--- src/rtl/stopwatch_ctrl_if.sv ---
// rtl/stopwatch_ctrl_if.sv - control bus from the stopwatch FSM to the BCD counter/display datapath
//
// Signals (master = stopwatch_ctrl, slave = datapath):
//   tick_o   1  one-cycle count strobe
//   clear_o  1  one-cycle strobe, counter to 00.00
//   inc_o    1  one-cycle strobe, increment digit sel_o (mod 10)
//   sel_o    2  digit under edit, 0 = hex0 .. 3 = hex3
//   state_o  2  00 STOP, 01 RUN, 10 SET
//   blink_o  1  1 = blank the digit selected by sel_o
interface stopwatch_ctrl_if;
    logic       tick_o;
    logic       clear_o;
    logic       inc_o;
    logic [1:0] sel_o;
    logic [1:0] state_o;
    logic       blink_o;

    modport master (
        output tick_o, clear_o, inc_o, sel_o, state_o, blink_o
    );

    modport slave (
        input tick_o, clear_o, inc_o, sel_o, state_o, blink_o
    );
endinterface

--- src/rtl/stopwatch_ctrl.sv ---
// rtl/stopwatch_ctrl.sv - stopwatch mode FSM with button synchronise/debounce and datapath strobes
//
// Ports:
//   clk100_i      in   system clock
//   rst_i         in   synchronous active-high reset
//   start_stop_i  in   active-low button, asynchronous
//   set_i         in   active-low button, asynchronous
//   change_i      in   active-low button, asynchronous
//   dp            stopwatch_ctrl_if.master: tick/clear/inc strobes, sel, state, blink
//
// Optional feature macro: STOPWATCH_CTRL_BLINK_EN (blink the edited digit in SET).
module stopwatch_ctrl #(
    parameter int CLK_FREQ_HZ  = 100_000_000,
    parameter int TICK_HZ      = 100,
    parameter int DEBOUNCE_CYC = 4,
    parameter int BLINK_HZ     = 2
) (
    input  logic clk100_i,
    input  logic rst_i,
    input  logic start_stop_i,
    input  logic set_i,
    input  logic change_i,
    stopwatch_ctrl_if.master dp
);

    localparam int TICK_DIV = CLK_FREQ_HZ / TICK_HZ;
    localparam int PRE_W    = $clog2(TICK_DIV);
    localparam int CNT_W    = $clog2(DEBOUNCE_CYC + 1);

    localparam logic [PRE_W-1:0] PRE_LAST = PRE_W'(TICK_DIV - 1);
    localparam logic [CNT_W-1:0] DB_LAST  = CNT_W'(DEBOUNCE_CYC - 1);

    localparam logic [1:0] ST_STOP = 2'b00;
    localparam logic [1:0] ST_RUN  = 2'b01;
    localparam logic [1:0] ST_SET  = 2'b10;

    // Button index: 0 = start_stop, 1 = set, 2 = change (also the priority order)
    logic [2:0]       btn_raw;
    logic [2:0]       sync1;
    logic [2:0]       sync2;
    logic [2:0]       stable;
    logic [2:0]       stable_d;
    logic [2:0]       ev;
    logic [CNT_W-1:0] db_cnt [3];

    assign btn_raw = {change_i, set_i, start_stop_i};

    // Debounce: the stable level follows the synced level only after DEBOUNCE_CYC
    // consecutive disagreeing samples. Press events are registered once more so the
    // FSM reacts DEBOUNCE_CYC+3 edges after the pin falls.
    always_ff @(posedge clk100_i) begin
        if (rst_i) begin
            sync1    <= '1;
            sync2    <= '1;
            stable   <= '1;
            stable_d <= '1;
            ev       <= '0;
            for (int i = 0; i < 3; i++) begin
                db_cnt[i] <= '0;
            end
        end else begin
            sync1    <= btn_raw;
            sync2    <= sync1;
            stable_d <= stable;
            ev       <= stable_d & ~stable;
            for (int i = 0; i < 3; i++) begin
                if (sync2[i] == stable[i]) begin
                    db_cnt[i] <= '0;
                end else if (db_cnt[i] == DB_LAST) begin
                    stable[i] <= sync2[i];
                    db_cnt[i] <= '0;
                end else begin
                    db_cnt[i] <= db_cnt[i] + 1'b1;
                end
            end
        end
    end

    logic [1:0]       state, state_n;
    logic [1:0]       sel, sel_n;
    logic [PRE_W-1:0] presc, presc_n, presc_inc;
    logic             tick_q, tick_n;
    logic             clear_q, clear_n;
    logic             inc_q, inc_n;

    always_comb begin
        state_n   = state;
        sel_n     = sel;
        presc_n   = presc;
        tick_n    = 1'b0;
        clear_n   = 1'b0;
        inc_n     = 1'b0;
        presc_inc = (presc == PRE_LAST) ? '0 : presc + 1'b1;
        case (state)
            ST_STOP: begin
                if (ev[0]) begin
                    state_n = ST_RUN;
                end else if (ev[1]) begin
                    state_n = ST_SET;
                    sel_n   = 2'd0;
                end else if (ev[2]) begin
                    clear_n = 1'b1;
                    presc_n = '0;
                end
            end
            ST_RUN: begin
                // The exit edge neither advances the prescaler nor ticks, so a
                // stopped watch resumes exactly where it left off.
                if (ev[0]) begin
                    state_n = ST_STOP;
                end else begin
                    presc_n = presc_inc;
                    tick_n  = (presc_inc == PRE_LAST);
                end
            end
            ST_SET: begin
                if (ev[0]) begin
                    state_n = ST_STOP;
                    sel_n   = 2'd0;
                end else if (ev[1]) begin
                    if (sel == 2'd3) begin
                        state_n = ST_STOP;
                        sel_n   = 2'd0;
                    end else begin
                        sel_n = sel + 2'd1;
                    end
                end else if (ev[2]) begin
                    inc_n = 1'b1;
                end
            end
            default: begin
                state_n = ST_STOP;
                sel_n   = 2'd0;
            end
        endcase
    end

    always_ff @(posedge clk100_i) begin
        if (rst_i) begin
            state   <= ST_STOP;
            sel     <= 2'd0;
            presc   <= '0;
            tick_q  <= 1'b0;
            clear_q <= 1'b0;
            inc_q   <= 1'b0;
        end else begin
            state   <= state_n;
            sel     <= sel_n;
            presc   <= presc_n;
            tick_q  <= tick_n;
            clear_q <= clear_n;
            inc_q   <= inc_n;
        end
    end

    assign dp.tick_o  = tick_q;
    assign dp.clear_o = clear_q;
    assign dp.inc_o   = inc_q;
    assign dp.sel_o   = sel;
    assign dp.state_o = state;

`ifdef STOPWATCH_CTRL_BLINK_EN
    localparam int BLINK_HALF = CLK_FREQ_HZ / (2 * BLINK_HZ);
    localparam int BL_W       = $clog2(BLINK_HALF + 1);
    localparam logic [BL_W-1:0] BL_LAST = BL_W'(BLINK_HALF - 1);

    logic [BL_W-1:0] blink_cnt;
    logic            blink_q;

    // Restart the blink phase whenever SET is left or the edited digit moves,
    // so a freshly selected digit is always shown first.
    always_ff @(posedge clk100_i) begin
        if (rst_i || (state_n != ST_SET) || (sel_n != sel)) begin
            blink_cnt <= '0;
            blink_q   <= 1'b0;
        end else if (blink_cnt == BL_LAST) begin
            blink_cnt <= '0;
            blink_q   <= ~blink_q;
        end else begin
            blink_cnt <= blink_cnt + 1'b1;
        end
    end

    assign dp.blink_o = blink_q;
`else
    // BLINK_HZ has no effect without blinking; the digit is never blanked.
    if (BLINK_HZ > 0) begin : g_no_blink
        assign dp.blink_o = 1'b0;
    end else begin : g_no_blink_zero_hz
        assign dp.blink_o = 1'b0;
    end
`endif

endmodule

--- src/flat_wrapper.sv ---
// flat-port wrapper written by rule: the top's interface ports become plain ports
module stopwatch_ctrl_flat 
#(
    parameter int CLK_FREQ_HZ  = 100_000_000,
    parameter int TICK_HZ      = 100,
    parameter int DEBOUNCE_CYC = 4,
    parameter int BLINK_HZ     = 2
)
  (clk100_i, rst_i, start_stop_i, set_i, change_i, dp_tick_o, dp_clear_o, dp_inc_o, dp_sel_o, dp_state_o, dp_blink_o);
  stopwatch_ctrl_if dp_i ();
  input  logic clk100_i;
  input  logic rst_i;
  input  logic start_stop_i;
  input  logic set_i;
  input  logic change_i;
  output wire logic [$bits(dp_i.tick_o)-1:0] dp_tick_o;
  output wire logic [$bits(dp_i.clear_o)-1:0] dp_clear_o;
  output wire logic [$bits(dp_i.inc_o)-1:0] dp_inc_o;
  output wire logic [$bits(dp_i.sel_o)-1:0] dp_sel_o;
  output wire logic [$bits(dp_i.state_o)-1:0] dp_state_o;
  output wire logic [$bits(dp_i.blink_o)-1:0] dp_blink_o;
  assign dp_tick_o = dp_i.tick_o;
  assign dp_clear_o = dp_i.clear_o;
  assign dp_inc_o = dp_i.inc_o;
  assign dp_sel_o = dp_i.sel_o;
  assign dp_state_o = dp_i.state_o;
  assign dp_blink_o = dp_i.blink_o;
  stopwatch_ctrl #(.CLK_FREQ_HZ(CLK_FREQ_HZ), .TICK_HZ(TICK_HZ), .DEBOUNCE_CYC(DEBOUNCE_CYC), .BLINK_HZ(BLINK_HZ)) u_core (.clk100_i(clk100_i), .rst_i(rst_i), .start_stop_i(start_stop_i), .set_i(set_i), .change_i(change_i), .dp(dp_i));
endmodule
--- config.mk ---
export PLATFORM = sky130hd
export DESIGN_NAME = stopwatch_ctrl_flat
export DESIGN_NICKNAME = d
export VERILOG_FILES = /design/src/rtl/stopwatch_ctrl_if.sv /design/src/rtl/stopwatch_ctrl.sv /design/src/flat_wrapper.sv
export SDC_FILE = /design/constraint.sdc
export NUM_CORES = 1
export LEC_CHECK = 0
export CAP_MARGIN = 15
export CORE_ASPECT_RATIO = 1.1
export CORE_UTILIZATION = 30
export DETAILED_ROUTE_END_ITERATION = 7
export GPL_ROUTABILITY_DRIVEN = 0
export PLACE_DENSITY_LB_ADDON = 0.2
export SLEW_MARGIN = 20
export SYNTH_ARGS = -nofsm -noshare
export SYNTH_HDL_FRONTEND = slang
export SYNTH_SLANG_ARGS = --single-unit
--- constraint.sdc ---
create_clock -name clk100_i -period 1.9 [get_ports clk100_i]
set_input_delay 0.19 -clock clk100_i [delete_from_list [all_inputs] [get_ports clk100_i]]
set_output_delay 0.19 -clock clk100_i [all_outputs]
set_load 0.005 [all_outputs]
==> out/metrics.cfg, run 1 <==
[global_routing]
overflow = 0
grt_pass1_vias = 1766
grt_pass1_wl_um = 8420
antenna_found_initial = 0
grt_use_total_pct = 12.8
grt_max_degree = 26

[clock_tree]
clk_latency_ns = 0.30
post_cts_resized = 0
cts_hold_buf = 0
cts_buffers = 5
cts_setup_buffers = 0
cts_tree = yes
path_clk_slew_ns = 0.09
htree_levels = 2
clockBufferDepth = 2
root_buffer = clkbuf_8
clock_sinks = 51

[synthesis]
synth_area_leaders = dfxtp_1 (35%), edfxtp_1 (11%), ha_1 (4.1%)
synth_cell_type_count = 47
async_reset_ff_share_pct = 0
synth_area_mm2 = 0.00243
synth_top_area_share_pct = 34.6
ys_seq_area_share_pct = 45.7
synth_ff_type = dfxtp_1
ys_warn_count = 0
syn_area_per_cell_um2 = 9.27
synth_edf_count = 9
synth-seq-cells = 51
synth_top_area_cell = dfxtp_1
synthCells = 262

[cells_and_area]
layout-drive-gt1-share_pct = 18.2
layout-area-overhead-vs-synth_pct = 22.4
final.fill_count = 828
fin_nets = 308
stdcell_count = 404
finish.utilization_pct = 37.8
diodes = 0

[setup_path]
cp-start-kind = register
critPathKind = register to register
slowest_delay_ns = 0.34
ff2ff_setup_slack_ns = 0.10
worst_ep_arrival_time_ns = 2.02
cp_slowest_cell = dfxtp_1
worstPathRequired_ns = 2.12
crit_fanout = 24
crit_chain = ha_1, and3_1, and3_1, a31oi_2, buf_12, nand4_1, nor4_2
endpoint_kind = register
cpMostUsedCell = and3_1

[placed_design]
portBuffers = 11
placedCellCount = 396
hpwl_um = 3580
place_ws_ns = 0.0568

[route]
via_per_inst = 4.75
dr.pass1.iters = 4
drt-total-wl_um = 4890
dr.first_iter.drc_count = 63
vias = 1918
drtAntennaViolNets = 0
drcViolationCount = 0
detail_route.wl_per_cell_um = 12.1

[pwr]
p_comb_share_pct = 5.3
p_sw_share_pct = 21.6
p_seq_share_pct = 56.7
power_frac_clock_pct = 37.9
power_switching_mw = 0.431
internal_power_mw = 1.57
leakagePower_nw = 1.19
power_density_mw_per_mm2 = 671
peakVddDrop_v = 0.000259
power_mw = 2.00

[outcome]
status = finished, final reports clean

[timing]
setup_viol = 0
fin_skew_ns = 0.00474
slew_violations = 0
fmaxAchievable_mhz = 557
post-route-min-period_ns = 1.80
final_hold_viol_count = 0
rsz0062_at_grt = no
fin_crit_sh_pct = 94.5
setup_ws_ns = 0.105
fin_tns_setup_ns = 0

[job]
cap_viol_max_count = 0

[floorplanning]
die_height_um = 96.4
coreArea_mm2 = 0.00787
ios = 13
start_util_pct = 30.9
die_w_um = 87.8
die_area_mm2 = 0.00846
rows = 34

[hold_path]
hold_class = register to register

## worst max-delay path: cells and delay by family, from the launching register on
family | cells | cell delay, ns
AOI/OAI and AO/OA | 1 | 0.18
adders and majority gates | 1 | 0.21
buffers and inverters | 1 | 0.20
DFF | 1 | 0.34
and+or+nand+nor | 4 | 0.79
## logic make-up after synthesis
logic type | count (synthesis) | share of synthesized area [%]
DFF | 51 | 45.7
adders and majority gates | 8 | 4.12
AOI/OAI and AO/OA | 46 | 13.0
other | 2 | 0.309
buffers and inverters | 31 | 5.51
and+or+nand+nor | 107 | 24.9
xor gates and xnor gates | 11 | 3.97
muxes | 6 | 2.47
## cell usage in the layout (no fill, tap or decap), types with 5 or more instances in the layout
cell type / instances
a21oi_1: 9
a22o_1: 8
and3_1: 7
and4_1: 5
buf_4: 24
clkbuf_8: 5
clkdlybuf4s50_1: 11
conb_1: 10
dfxtp_1: 38
edfxtp_1: 9
ha_1: 8
inv_1: 12
mux2i_1: 6
nand2_1: 11
nand3_1: 11
nand4_1: 10
nor2_1: 26
nor2b_1: 5
nor3_1: 5
o21ai_0: 9
or2_2: 9
xnor2_1: 9
## cell usage after synthesis, types with 6 or more instances
cell type,count
dfxtp_1,42
nor2_1,26
inv_1,12
nand2_1,11
nand3_1,11
buf_2,10
nand4_1,10
a21oi_1,9
edfxtp_1,9
o21ai_0,9
or2_2,9
xnor2_1,9
a22o_1,8
ha_1,8
and3_1,7
clkbuf_1,7
mux2i_1,6
## power groups by stage
stage,clock network (mW),logic [mW],registers [mW]
global placement,0,0.106,1.16
global route,0.841,0.123,1.14
floorplan,0,0.0709,1.16
finish,0.757,0.107,1.13
detailed placement,0,0.108,1.16
CTS,0.795,0.109,1.13
## state kept, by name (all words and copies together), names as in the netlist, 2 cells and up
name	flops
u_core.stable	3
u_core.ev	3
u_core.sync1	3
u_core.dp.sel_o	2
u_core.db_cnt	9
u_core.sync2	3
u_core.presc	20
u_core.stable_d	3
u_core.dp.state_o	2
## routing by layer
metal	part of all wire, %	vias to the layer above	GRT usage (%)	routed length (um)
li1	-	996	-	-
met1	48	893	16.8	2350
met2	48	23	21.2	2350
met3	2.7	6	2.55	131
met4	1.2	0	3.69	58
met5	0	-	0	0
## area by class of cell
cell class	count	area [um^2]	area share [%]
multi-input cells	188	1230	41.5
flip-flops and latches	51	1120	37.5
repair buffers	37	330	11.1
well taps	108	135	4.54
clock buffers	5	68.8	2.31
inverters	12	45.0	1.51
clock inverters	3	43.8	1.47
## worst paths after layout
kind | startpoint | end | cells after the start
worst max-delay path | u_core.presc[1] | u_core.dp.tick_o | 7
worst min-delay path | u_core.stable_d[1] | u_core.ev[1] | 2
worst max register to register | u_core.presc[1] | u_core.dp.tick_o | 7
worst min register to register | u_core.stable_d[1] | u_core.ev[1] | 2
## stage by stage
| step | hold slack (ns) | instance area, um^2 |
|---|---|---|
| 2_1_floorplan | 0.294 | 2460 |
| 3_5_place_dp | 0.396 | 2840 |
| 4_1_cts | 0.417 | 2950 |
| 5_1_grt | 0.438 | 2970 |
| 3_3_place_gp | 0.391 | 2840 |
| 6_report | 0.416 | 2970 |
Power figures use the tool's default switching activity.
==> inputs of run 2 (changes only) <==
--- a/config.mk
+++ b/config.mk
@@ -6,8 +6,9 @@
 export NUM_CORES = 1
 export LEC_CHECK = 0
 export CAP_MARGIN = 15
-export CORE_ASPECT_RATIO = 1.1
-export CORE_UTILIZATION = 30
+export CORE_ASPECT_RATIO = 0.8
+export CORE_UTILIZATION = 45
+export CTS_BUF_LIST = sky130_fd_sc_hd__clkbuf_4 sky130_fd_sc_hd__clkbuf_8
 export DETAILED_ROUTE_END_ITERATION = 7
 export GPL_ROUTABILITY_DRIVEN = 0
 export PLACE_DENSITY_LB_ADDON = 0.2
==> out/metrics.cfg, run 2 (same netlist as run 1, synthesis figures left out) <==
[outcome]
status = complete, but fails checks
violations = DRC

[setup_path]
critPathKind = register to register
worst_ep_arrival_time_ns = 2.03  ; about the same
cp-start-kind = register
worstPathRequired_ns = 2.10  ; -0.02 ns
crit_fanout = 8  ; -67%
endpoint_kind = register

[clock_tree]
cts_tree = yes
path_clk_slew_ns = 0.10  ; about the same
clock_sinks = 51  ; unchanged
root_buffer = clkbuf_8
cts_buffers = 5  ; unchanged
htree_levels = 2  ; unchanged
clk_latency_ns = 0.30  ; about the same
clockBufferDepth = 2  ; unchanged

[placed_design]
hpwl_um = 3330  ; -6.9%
portBuffers = 11  ; unchanged
postPlaceCellArea_mm2 = 0.00276  ; -2.6%
place_ws_ns = -0.0161  ; -0.0729 ns

[timing]
setup_viol = 0  ; unchanged
post-route-min-period_ns = 1.84  ; +0.0411 ns
relSlewSlack_pct = 59.1
slew_violations = 0  ; unchanged
rsz0062_at_grt = yes
fmaxAchievable_mhz = 544  ; -2.2%
worst_pin_slew_ns = 0.613
fin_crit_sh_pct = 96.7  ; +2.2 points
final_hold_viol_count = 0  ; unchanged
setup_ws_ns = 0.0634  ; -0.0411 ns
fin_skew_ns = 0.00899  ; +0.00425 ns

[floorplanning]
coreArea_mm2 = 0.00509  ; -35%
die_height_um = 67.7  ; -30%
rows = 23  ; -32%
start_util_pct = 47.7  ; +17 points
die_area_mm2 = 0.00570  ; -33%
die_w_um = 84.2  ; -4.2%
ios = 13  ; unchanged

[cells_and_area]
diodes = 0  ; unchanged
finish.utilization_pct = 57.8  ; +20 points
largest-register = u_core.presc
layout-area-overhead-vs-synth_pct = 21.2
fin_area_mm2 = 0.00294  ; -1.0%
mostFrequentLayoutCells = dfxtp_1 (38), buf_4 (27), nor2_1 (25)
reg_top3 = u_core.presc x20, u_core.db_cnt x9
final_common_cell = dfxtp_1
fin_nets = 310  ; +0.65%
largest_reg_flops = 20  ; unchanged
layout-drive-gt1-share_pct = 19.8  ; +1.6 points

[global_routing]
antenna_found_initial = 0  ; unchanged
grt_use_total_pct = 16.7  ; +3.9 points
grt_pass1_wl_um = 7400  ; -12%
grt_pass1_vias = 1582  ; -10%
overflow = 0  ; unchanged
grt_max_degree = 26  ; unchanged

[route]
drtAntennaViolNets = 0  ; unchanged
drcViolationCount = 2  ; +2
vias = 1912  ; -0.31%
dr.first_iter.drc_count = 133  ; +110%
detail_route.wl_per_cell_um = 13.2  ; +8.8%
dr.pass1.iters = 6  ; +2
via_per_inst = 5.31  ; +12%
drt-total-wl_um = 4740  ; -3.1%

[pwr]
peakVddDrop_v = 0.000481  ; +85%
leakagePower_nw = 1.20  ; +0.98%
power_density_mw_per_mm2 = 725  ; +8.0%

[hold_path]
hold_class = register to register

[job]
cap_viol_max_count = 0  ; unchanged

==> run 2: critical path, cell delays in order (launching register included) <==
cell and delay (ns):
dfxtp_1 0.34, ha_1 0.19, and3_1 0.24, and3_2 0.27
a31oi_4 0.12, buf_4 0.21, a21o_1 0.16, a22o_1 0.21
==> run 2: per-layer routing <==
| metal | GRT usage [%] | routed length (um) |
|---|---|---|
| met1 | 24.2 | 2540 |
| met4 | 3.23 | 13 |
| met2 | 24.4 | 1910 |
| met3 | 4.89 | 273 |
| met5 | 0 | 0 |
==> run 2: worst paths after layout <==
| check | endpoint | depth (start not counted) | start | slack, ns |
|---|---|---|---|---|
| worst max-delay path | u_core.presc[19] | 7 | u_core.presc[0] | 0.06 |
| worst min-delay path | u_core.sync2[2] | 1 | u_core.sync1[2] | 0.41 |
| worst max register to register | u_core.presc[19] | 7 | u_core.presc[0] | 0.06 |
| worst min register to register | u_core.sync2[2] | 1 | u_core.sync1[2] | 0.41 |
==> run 2: timing repair <==
item	4_1_cts	5_1_grt
cloned	0	1
hold endpoints to repair	0	0
setup buffers	0	0
resized for setup	2	11
pin swaps	0	1
endpoints found under the setup margin	1	12
hold buffers	0	0
==> run 2: where the power goes <==
group | switching [mW] | internal, mW | leakage (nW)
registers | 0.00926 | 1.12 | 0.435
logic | 0.0579 | 0.0529 | 0.692
clock network | 0.353 | 0.541 | 0.0688
==> run 2: through the flow <==
step                TNS [ns]  total power, mW  std cells  hold slack [ns]
floorplan                  0             1.23        270            0.294
global placement    -0.00585             1.26        351            0.393
detailed placement   -0.0428             1.26        351            0.394
CTS                        0             2.16        359            0.415
global route         -0.0966             2.22        360            0.427
finish                     0             2.14        360            0.407
==> run 2: area by class of cell <==
class                      instances  area (um^2)
clock buffer                       6         76.3
timing repair buffer              39          324
inverter                          12         45.0
multi-input combinational        188         1240
fill                             447         2150
tap                               62         77.6
sequential                        51         1120
clock inverter                     2         60.1
==> inputs of run 3 (changes only) <==
--- a/config.mk
+++ b/config.mk
@@ -11,7 +11,7 @@
 export CTS_BUF_LIST = sky130_fd_sc_hd__clkbuf_4 sky130_fd_sc_hd__clkbuf_8
 export DETAILED_ROUTE_END_ITERATION = 7
 export GPL_ROUTABILITY_DRIVEN = 0
-export PLACE_DENSITY_LB_ADDON = 0.2
+export PLACE_DENSITY = 0.72
 export SLEW_MARGIN = 20
 export SYNTH_ARGS = -nofsm -noshare
 export SYNTH_HDL_FRONTEND = slang
==> constraint.sdc (replaced) <==
create_clock -name clk100_i -period 1.9 [get_ports clk100_i]
set_input_delay 0.38 -clock clk100_i [delete_from_list [all_inputs] [get_ports clk100_i]]
set_output_delay 0.38 -clock clk100_i [all_outputs]
set_load 0.005 [all_outputs]
==> out/metrics.cfg, run 3 (same netlist as run 1, synthesis figures left out) <==
[job]
cap_viol_max_count = 0  ; unchanged

[placed_design]
hpwl_um = 3430  ; +2.9%
place_ws_ns = 0.00281  ; +0.0189 ns
portBuffers = 11  ; unchanged

[timing]
setup_viol = 0  ; unchanged
fin_tns_setup_ns = 0  ; unchanged
fin_skew_ns = 0.0143  ; +0.00532 ns
fin_crit_sh_pct = 98.7  ; +2.0 points
fmaxAchievable_mhz = 533  ; -2.0%
setup_ws_ns = 0.0253  ; -0.0381 ns
rsz0062_at_grt = yes
final_hold_viol_count = 0  ; unchanged
post-route-min-period_ns = 1.87  ; +0.0381 ns
slew_violations = 0  ; unchanged

[global_routing]
grt_pass1_vias = 1689  ; +6.8%
overflow = 0  ; unchanged
antenna_found_initial = 0  ; unchanged
grt_use_total_pct = 17.6  ; +0.90 points
grt_max_degree = 18  ; -31%
grt_pass1_wl_um = 7730  ; +4.6%

[cells_and_area]
mostFrequentLayoutCells = dfxtp_1 (36), buf_4 (35), nor2_1 (26)
reg_top3 = u_core.presc x20, u_core.db_cnt x9
seqCellArea_mm2 = 0.00112  ; +0.22%
layout-area-overhead-vs-synth_pct = 26.6
fin_nets = 324  ; +4.5%
largest_reg_flops = 20  ; unchanged
largest-register = u_core.presc
diodes = 0  ; unchanged
multi_input_area_mm2 = 0.00126  ; +1.0%
final_common_cell = dfxtp_1
final.fill_count = 426  ; -4.7%
layout-drive-gt1-share_pct = 24.4  ; +4.6 points

[floorplanning]
ios = 13  ; unchanged
start_util_pct = 47.7  ; unchanged
rows = 23  ; unchanged
die_w_um = 84.2  ; unchanged
die_height_um = 67.7  ; unchanged
die_area_mm2 = 0.00570  ; unchanged
coreArea_mm2 = 0.00509  ; unchanged

[route]
met2WireLength_um = 2180  ; +14%
dr.first_iter.drc_count = 160  ; +20%
vias = 2027  ; +6.0%
drcViolationCount = 2  ; unchanged
dr.pass1.iters = 6  ; unchanged
drt-total-wl_um = 5030  ; +6.1%
detail_route.wl_per_cell_um = 13.4  ; +2.1%
drtAntennaViolNets = 0  ; unchanged
met3_length_um = 206  ; -25%
wl_met1_um = 2580  ; +1.5%
via_per_inst = 5.42  ; +2.0%
top_layer = met4

[clock_tree]
htree_levels = 2  ; unchanged
cts_tree = yes
clock_sinks = 51  ; unchanged
clk_latency_ns = 0.31  ; about the same
cts_hold_buf = 0  ; unchanged
root_buffer = clkbuf_8
path_clk_slew_ns = 0.10  ; about the same
clockBufferDepth = 2  ; unchanged
cts_buffers = 5  ; unchanged

[setup_path]
critPathKind = register to register
cp-start-kind = register
crit_fanout = 4  ; -4
endpoint_kind = register
ff2ff_setup_slack_ns = 0.03  ; -0.04 ns
worstPathRequired_ns = 2.13  ; +0.03 ns
worst_ep_arrival_time_ns = 2.10  ; +0.07 ns

[outcome]
status = complete, but fails checks
violations = DRC

[pwr]
power_density_mw_per_mm2 = 660  ; -9.0%
peakVddDrop_v = 0.000412  ; -14%
leakagePower_nw = 1.28  ; +7.1%

[hold_path]
hold_class = register to register

## run 3: cell count changes in the layout (fill, tap and decap cells not counted), moves of 2 or more
cell,before,now
buf_6,1,4
dfxtp_2,4,6
dfxtp_1,38,36
buf_12,0,2
nor4_2,4,2
and3_4,0,2
buf_4,27,35
## run 3: metal layers
layer  vias up  GRT usage [%]
met2        52           26.9
li1       1026              -
met1       939           24.0
met4         0           8.41
met5         -              0
met3        10           3.42
## run 3: path summary, 6_finish.rpt
check                           from                to  cells past startpoint
hold / removal    u_core.stable_d[0]      u_core.ev[0]                      2
hold reg to reg   u_core.stable_d[0]      u_core.ev[0]                      2
setup / recovery     u_core.presc[1]  u_core.dp.tick_o                      8
setup reg to reg     u_core.presc[1]  u_core.dp.tick_o                      8
## run 3: through the flow
stage          utilization (%)  std cells  power (mW)  hold WS, ns  instance area, um^2
2_1_floorplan                -        270        1.23        0.389                 2460
3_3_place_gp              55.0        353        1.26        0.391                 2800
3_5_place_dp              55.0        353        1.27        0.393                 2800
4_1_cts                   57.4        361        2.05        0.415                 2930
5_1_grt                   60.4        374        2.11        0.427                 3080
6_report                  60.4        374        2.03        0.413                 3080
## run 3: worst max-delay path, cell delays in order, from the launching register on
cell and delay [ns]:
dfxtp_2 0.36, buf_6 0.11, nand4_1 0.09, buf_4 0.17, nor4_4 0.34, buf_4 0.18, and4_4 0.21, o21ai_2 0.07
nor4_2 0.28
## run 3: report_power, final
group	total (mW)	internal, mW	switching (mW)
sequential	1.13	1.12	0.0120
clock	0.785	0.397	0.388
combinational	0.113	0.0569	0.0562
## run 3: final cells by class
cell class / instances / area share [%]
Clock buffer: 5 / 2.24
Clock inverter: 3 / 1.50
Inverter: 12 / 1.46
Multi-Input combinational cell: 188 / 40.9
Sequential cell: 51 / 36.4
Tap cell: 62 / 2.52
Timing Repair Buffer: 53 / 15.0
## run 3: repair_timing
action                                  CTS  global route
pin swaps                                 0             5
hold endpoints to repair                  0             0
endpoints found under the setup margin    1             3
buffers inserted                          0            12
gates cloned                              0             1
resized for setup                         1            19
